$ cat config.mk
export PLATFORM = sky130hd
export DESIGN_NAME = gemm_req_receiver
export DESIGN_NICKNAME = d
export VERILOG_FILES = /design/src/rtl/gemm_req_receiver_pkg.sv /design/src/rtl/gemm_req_receiver_fifo.sv /design/src/rtl/gemm_req_receiver.sv
export SDC_FILE = /design/constraint.sdc
export NUM_CORES = 1
export LEC_CHECK = 0
export CAP_MARGIN = 20
export CORE_UTILIZATION = 48
export CTS_CLUSTER_DIAMETER = 120
export DETAILED_ROUTE_END_ITERATION = 12
export PLACE_DENSITY = 0.75
export SLEW_MARGIN = 20
export SYNTH_ARGS = -nofsm -noshare
export SYNTH_HDL_FRONTEND = slang
export SYNTH_SLANG_ARGS = --single-unit
$ cat constraint.sdc
create_clock -name CLK -period 2.3 [get_ports CLK]
set_input_delay 0.69 -clock CLK [delete_from_list [all_inputs] [get_ports CLK]]
set_output_delay 0.69 -clock CLK [all_outputs]
set_load 0.02 [all_outputs]
$ cat src/rtl/gemm_req_receiver_pkg.sv
// Shared datapath types for the GEMM request receiver.
//   matrix_mem_t   : matrix-memory opcode (M_GEMM is the only one accepted here)
//   gemm_rd_kind_t : routing tag on scratchpad reads (WEIGHT/INPUT/PSUM/RSVD)
//   gemm_req_t     : buffered request {new_weight, rd, rs1, rs2, rs3}
//   gemm_state_t   : receiver sequencing states
package gemm_req_receiver_pkg;

    typedef enum logic [1:0] {
        M_LOAD  = 2'd0,
        M_STORE = 2'd1,
        M_GEMM  = 2'd2,
        M_CONV  = 2'd3
    } matrix_mem_t;

    // Selector width carried by the buffered request.
    localparam int unsigned GEMM_MAT_W = 4;

    typedef enum logic [1:0] {
        WEIGHT = 2'd0,
        INPUT  = 2'd1,
        PSUM   = 2'd2,
        RSVD   = 2'd3
    } gemm_rd_kind_t;

    typedef struct packed {
        logic                  new_weight;
        logic [GEMM_MAT_W-1:0] rd;
        logic [GEMM_MAT_W-1:0] rs1;
        logic [GEMM_MAT_W-1:0] rs2;
        logic [GEMM_MAT_W-1:0] rs3;
    } gemm_req_t;

    typedef enum logic [2:0] {
        S_IDLE  = 3'd0,
        S_WLOAD = 3'd1,
        S_INPUT = 3'd2,
        S_PSUM  = 3'd3,
        S_WAIT  = 3'd4
    } gemm_state_t;

endpackage

$ cat src/rtl/gemm_req_receiver_fifo.sv
// gemm_req_fifo: DEPTH-entry FIFO of gemm_req_t with registered count and
// circular read/write pointers.
//   clk, rst          : clock, asynchronous active-high reset
//   push, push_data   : enqueue (ignored when full)
//   pop, pop_data     : dequeue (ignored when empty); pop_data shows the head
//   full, empty, count: occupancy status
module gemm_req_fifo
    import gemm_req_receiver_pkg::*;
#(
    parameter int unsigned DEPTH = 2,
    localparam int unsigned CNT_W = $clog2(DEPTH + 1),
    localparam int unsigned PTR_W = (DEPTH > 1) ? $clog2(DEPTH) : 1
) (
    input  logic             clk,
    input  logic             rst,
    input  logic             push,
    input  gemm_req_t        push_data,
    input  logic             pop,
    output gemm_req_t        pop_data,
    output logic             full,
    output logic             empty,
    output logic [CNT_W-1:0] count
);

    gemm_req_t        mem [DEPTH];
    logic [PTR_W-1:0] wr_ptr;
    logic [PTR_W-1:0] rd_ptr;
    logic             do_push;
    logic             do_pop;

    assign full     = (count == CNT_W'(DEPTH));
    assign empty    = (count == '0);
    assign do_push  = push && !full;
    assign do_pop   = pop && !empty;
    assign pop_data = mem[rd_ptr];

    always_ff @(posedge clk) begin
        if (do_push) begin
            mem[wr_ptr] <= push_data;
        end
    end

    always_ff @(posedge clk or posedge rst) begin
        if (rst) begin
            wr_ptr <= '0;
            rd_ptr <= '0;
            count  <= '0;
        end else begin
            if (do_push) begin
                wr_ptr <= (wr_ptr == PTR_W'(DEPTH - 1)) ? '0 : wr_ptr + 1'b1;
            end
            if (do_pop) begin
                rd_ptr <= (rd_ptr == PTR_W'(DEPTH - 1)) ? '0 : rd_ptr + 1'b1;
            end
            case ({do_push, do_pop})
                2'b10:   count <= count + 1'b1;
                2'b01:   count <= count - 1'b1;
                default: count <= count;
            endcase
        end
    end

endmodule

$ cat src/rtl/gemm_req_receiver.sv
// gemm_req_receiver: buffers GEMM request packets and sequences the scratchpad
// row reads feeding the systolic array (weights from rs2 when new_weight=1,
// inputs from rs1, partial sums from rs3), then waits for sa_done and reports
// completion with the destination rd.
//   CLK, nRST            : clock, asynchronous active-high reset
//   req_*                : request packet handshake and fields
//   sp_rd_*              : scratchpad row-read request / grant
//   sa_done              : array finished the current request
//   done, done_rd        : completion pulse and destination selector
//   busy                 : work in flight or queued
//   bad_op               : pulse when a non-GEMM packet is dropped
module gemm_req_receiver
    import gemm_req_receiver_pkg::*;
#(
    parameter int unsigned MAT_W = 4,
    parameter int unsigned ROWS  = 4,
    parameter int unsigned ROW_W = 2,
    parameter int unsigned DEPTH = 2
) (
    input  logic              CLK,
    input  logic              nRST,
    input  logic              req_valid,
    output logic              req_ready,
    input  matrix_mem_t       req_opcode,
    input  logic              req_new_weight,
    input  logic [MAT_W-1:0]  req_rd,
    input  logic [MAT_W-1:0]  req_rs1,
    input  logic [MAT_W-1:0]  req_rs2,
    input  logic [MAT_W-1:0]  req_rs3,
    output logic              sp_rd_en,
    output logic [MAT_W-1:0]  sp_rd_mat,
    output logic [ROW_W-1:0]  sp_rd_row,
    output gemm_rd_kind_t     sp_rd_kind,
    input  logic              sp_rd_gnt,
    input  logic              sa_done,
    output logic              done,
    output logic [MAT_W-1:0]  done_rd,
    output logic              busy,
    output logic              bad_op
);

    localparam int unsigned CNT_W = $clog2(DEPTH + 1);

    gemm_state_t      state;
    gemm_state_t      state_next;
    gemm_req_t        push_data;
    gemm_req_t        pop_data;
    logic             fifo_full;
    logic             fifo_empty;
    logic [CNT_W-1:0] fifo_count;
    logic             accept;
    logic             push;
    logic             pop;
    logic             reading;
    logic             row_last;
    logic             wait_done;
    logic [ROW_W-1:0] row_cnt;
    logic [MAT_W-1:0] cur_rd;
    logic [MAT_W-1:0] cur_rs1;
    logic [MAT_W-1:0] cur_rs2;
    logic [MAT_W-1:0] cur_rs3;

    // Ready is gated by reset directly so it reads 0 during reset and 1 in
    // the first cycle after release, without waiting for a clock edge.
    assign req_ready = !nRST && !fifo_full;
    assign accept    = req_valid && req_ready;
    assign push      = accept && (req_opcode == M_GEMM);
    assign pop       = (state == S_IDLE) && !fifo_empty;
    assign busy      = (state != S_IDLE) || (fifo_count != '0);

    assign push_data = '{
        new_weight: req_new_weight,
        rd:         req_rd,
        rs1:        req_rs1,
        rs2:        req_rs2,
        rs3:        req_rs3
    };

    gemm_req_fifo #(
        .DEPTH (DEPTH)
    ) u_fifo (
        .clk       (CLK),
        .rst       (nRST),
        .push      (push),
        .push_data (push_data),
        .pop       (pop),
        .pop_data  (pop_data),
        .full      (fifo_full),
        .empty     (fifo_empty),
        .count     (fifo_count)
    );

    assign reading   = (state == S_WLOAD) || (state == S_INPUT) || (state == S_PSUM);
    assign row_last  = (row_cnt == ROW_W'(ROWS - 1));
    assign wait_done = (state == S_WAIT) && sa_done;

    // State register
    always_ff @(posedge CLK or posedge nRST) begin
        if (nRST) begin
            state <= S_IDLE;
        end else begin
            state <= state_next;
        end
    end

    // Next-state logic
    always_comb begin
        state_next = state;
        case (state)
            S_IDLE: begin
                if (!fifo_empty) begin
                    state_next = pop_data.new_weight ? S_WLOAD : S_INPUT;
                end
            end
            S_WLOAD: if (sp_rd_gnt && row_last) state_next = S_INPUT;
            S_INPUT: if (sp_rd_gnt && row_last) state_next = S_PSUM;
            S_PSUM:  if (sp_rd_gnt && row_last) state_next = S_WAIT;
            S_WAIT:  if (sa_done)               state_next = S_IDLE;
            default:                            state_next = S_IDLE;
        endcase
    end

    // Read-request outputs; mat/kind/row depend only on registered state,
    // so they stay stable across cycles without a grant.
    always_comb begin
        sp_rd_en   = 1'b0;
        sp_rd_mat  = '0;
        sp_rd_kind = WEIGHT;
        case (state)
            S_WLOAD: begin
                sp_rd_en   = 1'b1;
                sp_rd_mat  = cur_rs2;
                sp_rd_kind = WEIGHT;
            end
            S_INPUT: begin
                sp_rd_en   = 1'b1;
                sp_rd_mat  = cur_rs1;
                sp_rd_kind = INPUT;
            end
            S_PSUM: begin
                sp_rd_en   = 1'b1;
                sp_rd_mat  = cur_rs3;
                sp_rd_kind = PSUM;
            end
            default: ;
        endcase
    end

    assign sp_rd_row = row_cnt;

    // Working request, row counter and registered pulses
    always_ff @(posedge CLK or posedge nRST) begin
        if (nRST) begin
            cur_rd  <= '0;
            cur_rs1 <= '0;
            cur_rs2 <= '0;
            cur_rs3 <= '0;
            row_cnt <= '0;
            done    <= 1'b0;
            done_rd <= '0;
            bad_op  <= 1'b0;
        end else begin
            if (pop) begin
                cur_rd  <= pop_data.rd;
                cur_rs1 <= pop_data.rs1;
                cur_rs2 <= pop_data.rs2;
                cur_rs3 <= pop_data.rs3;
            end
            if (reading && sp_rd_gnt) begin
                row_cnt <= row_last ? '0 : row_cnt + 1'b1;
            end
            done    <= wait_done;
            done_rd <= wait_done ? cur_rd : '0;
            bad_op  <= accept && (req_opcode != M_GEMM);
        end
    end

endmodule

==> results of run 1 <==
==> sequential cells by signal, indices dropped and copies added (netlist names), 2 cells and up <==
signal        flops
cur_rs2           4
sp_rd_row         2
cur_rd            4
done_rd           4
state             3
cur_rs1           4
cur_rs3           4
u_fifo.mem       34
u_fifo.count      2
==> path summary, 6_finish.rpt <==
kind / endpoint / slack, ns
worst max-delay path: sp_rd_mat[1] / 0.02
worst min-delay path: done_rd[2] / 0.48
worst max register to register: u_fifo.mem[0][4] / 0.40
worst min register to register: done_rd[2] / 0.48
max in group asynchronous: state[2] / 1.20
min in group asynchronous: bad_op / 0.79
==> layer usage <==
layer  GRT usage [%]  vias up
met4           8.077        0
met3           6.587        2
li1                -      707
met5               0        -
met2           28.83       41
met1           20.91      754
==> timing repair <==
item,CTS,global route
gates resized for setup,24,10
endpoints found under the setup margin,9,6
pin swaps,0,1
setup buffers,1,0
==> cell usage in the layout (no fill, tap or decap), drive strengths merged <==
cell / n
a221oi: 1
nand2: 3
edfxtp: 34
clkdlybuf4s50: 31
o31a: 1
dlygate4sd2: 3
clkinv: 1
nor2b: 3
o31ai: 1
dfrtp: 31
clkbuf: 16
xor2: 3
and2: 4
a31oi: 1
and3: 2
or4b: 1
mux2: 38
nor2: 12
buf: 18
inv: 2
a311oi: 1
nand3b: 2
o21ba: 1
ha: 2
xnor2: 3
o21ai: 1
bufinv: 1
nor4: 1
nand2b: 1
a22oi: 4
mux2i: 1
==> kinds of logic after synthesis <==
kind of cell	share of synthesized area, %
adders and majority gates	0.9455
and+or+nand+nor	6.336
AOI/OAI and AO/OA	3.215
muxes	17.68
DFF	67.90
xor gates and xnor gates	1.986
buffers and inverters	1.939
==> final cells by class <==
type | count | area, µm²
clock buffers | 14 | 182.7
well taps | 70 | 87.58
inverters | 2 | 7.507
repair buffers | 54 | 496.7
fillers | 388 | 1785
clock inverters | 2 | 35.03
multi-input cells | 87 | 810.8
flip-flops and latches | 65 | 1799
==> power breakdown <==
part / switching, mW / total (mW) / internal [mW]
Clock: 0.397 / 1.02 / 0.618
Sequential: 0.178 / 1.66 / 1.48
Combinational: 0.693 / 1.53 / 0.839
Total: 1.27 / 4.21 / 2.94
==> stage by stage <==
stage / hold WS [ns] / std cells / setup WS [ns] / instance area (µm²)
2_1_floorplan: 0.4494 / 162 / -0.2533 / 2646
3_3_place_gp: 0.4669 / 277 / -0.2582 / 3201
3_5_place_dp: 0.4716 / 277 / -0.2725 / 3201
4_1_cts: 0.4866 / 294 / 0.001970 / 3406
5_1_grt: 0.5069 / 294 / -0.03651 / 3420
6_report: 0.4822 / 294 / 0.02241 / 3420
==> qor_table.md, run 1 <==
| Group | Result | This run |
|---|---|---|
| outcome | Run status | completed |
| placement | Detail Placement HPWL | 3032 µm |
| power and ir drop | Power density cells | 1230 nW/µm² |
| clocking | CTS hold repair buffers | 0 |
| global routing | Wire length of the first global-routing pass | 7576 µm |
| clocking | Deepest clock path buffer count | 2 |
| layout | Antenna diodes | 0 |
| route | Met3 Routed Length | 192 µm |
| route | Number of DRC violations after detailed-routing iteration 0 | 63 |
| synth | Count of mapped cells out of synthesis | 162 |
| sta | Post-Route Skew | 0.008587 ns |
| route | Post-route met1 wirelength | 1904 µm |
| sta | RSZ-0062 raised after global routing | yes |
| synth | Portion of synthesized cell area occupied by the leading cell type | 38.58% |
| setup path | CP Depth | 5 |
| layout | Synthesis-to-finish area growth | 29.22% |
| setup path | Launch point of the worst reg-to-reg path | u_fifo.count[1] |
| sta | Fin. Hold Viols | 0 |
| setup path | Critical Setup Path Class | register to primary output |
| die | Floorplan row count | 26 |
| setup path | Critical path startpoint category | register |
| setup path | Required time worst endpoint | 1.61 ns |
| synth | Netlist area before placement | 2646 µm² |
| power and ir drop | Total leakage power | 1.352 nW |
| setup path | CP Launch Point | state[1] |
| clocking | Clock tree root buffer cell | sky130_fd_sc_hd__clkbuf_8 |
| synth | Post-synthesis sequential area ratio | 67.90% |
| route | Routed length per placed instance | 15.01 µm |
| route | Aggregate routed wire length | 4414 µm |
| clocking | Total CTS buffers | 9 |
| setup path | CP top delay family | flip-flops |
| sta | Final critical-path share of the clock period | 99.03% |
| sta | Top achievable clock speed | 439.1 MHz |
| route | Antenna-violating nets left | 0 |
| global routing | Total overflow reported by the global router | 0 |
| power and ir drop | Maximum ir drop on the vdd rail | 0.0007651 V |
| die | Initial standard-cell utilization of the core | 50.84% |
| placement | Count of input and output buffers | 40 |
| sta | Final setup fails | 0 |
| route | Highest Signal Layer | met4 |
| setup path | Type of element capturing the critical path | primary output |
| synth | Leading post-synthesis cells by instance count | 34 x sky130_fd_sc_hd__edfxtp_1, 31 x sky130_fd_sc_hd__dfrtp_1, 30 x sky130_fd_sc_hd__mux2_2, 11 x sky130_fd_sc_hd__nor2_1, 8 x sky130_fd_sc_hd__mux2_4 |
| min path | Critical hold path startpoint | cur_rd[2] |
| synth | Share of synthesized registers carrying an async set or reset | 47.69% |
| placement | Weighted congestion reported at the end of routability-driven placement | 0.7789 |
| synth | Largest cells by area after synthesis | sky130_fd_sc_hd__edfxtp_1 39%, sky130_fd_sc_hd__dfrtp_1 29%, sky130_fd_sc_hd__mux2_2 13% |
| clocking | CTS HTree Levels | 3 |
| route | Iteration count of the initial detailed-routing pass | 4 |
| die | Die Outline Area | 5814 µm² |
| min path | Type of the tightest min-delay check | register to register |
| power and ir drop | Post-layout power | 4.208 mW |
| global routing | Aggregate global-route resource usage | 17.72% |
| setup path | Register-to-Register Path Depth | 4 |
| sta | Worst slew pin tran | 0.3875 ns |
| setup path | Cell-by-cell listing of the critical path | buf_6 -> mux2_2 -> a22oi_1 -> nor2_1 -> buf_2 |
| die | Std-Cell Core Area | 5205 µm² |
| synth | Number of synthesized flops with an enable pin | 34 |
| sta | Final setup TNS | 0 ns |
| global routing | Vias in the first global route | 1,584 |
| setup path | Slowest library cell on the worst path | sky130_fd_sc_hd__dfrtp_2 |
| synth | Synth Net Count | 188 |
| synth | FF+latch count, synth | 65 |
| global routing | Antenna violations before repair | 0 |
| setup path | Count of buffering cells on the critical path with inverters included | 2 |
| route | Average vias per placed instance | 5.116 |
| die | Die Wd | 76.25 µm |
| clocking | Worst-path clk slew | 0.07 ns |
| global routing | Pin count of the biggest net entering global routing | 32 |
| die | I/O pin cnt | 41 |
| setup path | Arrival time of data at the critical path endpoint | 1.59 ns |
| flow run | Max-capacitance violation count | 0 |
| synth | Syn Area/Cell | 16.34 µm² |
| die | Vertical extent of the die | 76.25 µm |
| clocking | Skew-Pair Late Insertion Delay | 0.33 ns |
| sta | Worst max-slew margin expressed relative to the limit | 74.17% |
| layout | Post-Route Utilization | 65.70% |
| layout | Share of post-route cells with drive strength above 1 | 36.16% |
| synth | Dominant cell by count in the synthesized netlist | sky130_fd_sc_hd__edfxtp_1 |
| setup path | Highest net fanout along the worst path | 5 |
| synth | Unique cell type count in the Yosys netlist | 31 |
| clocking | TritonCTS clock tree | done |
| setup path | Max incr delay on CP | 0.43 ns |
| clocking | Number of clock sinks | 65 |
| sta | Number of pins exceeding their max-slew limit in the final report | 0 |
| layout | Net count of the finished layout | 245 |
| route | Total via count in the routed design | 1,504 |
| synth | Leading register cell type out of synthesis | sky130_fd_sc_hd__edfxtp_1 |
| sta | Final period demand of the worst path | 2.278 ns |
| synth | YS warnings | 0 |
| min path | Hold Path Stages | 1 |
| route | Routed wire length on met2 | 2294 µm |
| synth | Cell taking the most area after synthesis | sky130_fd_sc_hd__edfxtp_1 |
| route | Detailed-route DRC error count | 0 |
Note: power is estimated with default switching activity, not from simulation.
==> inputs of run 2 (changes only) <==
--- a/config.mk
+++ b/config.mk
@@ -7,8 +7,9 @@
 export LEC_CHECK = 0
 export CAP_MARGIN = 20
 export CORE_UTILIZATION = 48
-export CTS_CLUSTER_DIAMETER = 120
+export CTS_CLUSTER_DIAMETER = 150
 export DETAILED_ROUTE_END_ITERATION = 12
+export HOLD_SLACK_MARGIN = 0.02
 export PLACE_DENSITY = 0.75
 export SLEW_MARGIN = 20
 export SYNTH_ARGS = -nofsm -noshare
==> results of run 2 <==
Same layout as run 1: the final DEF is identical, and so are final timing and power.
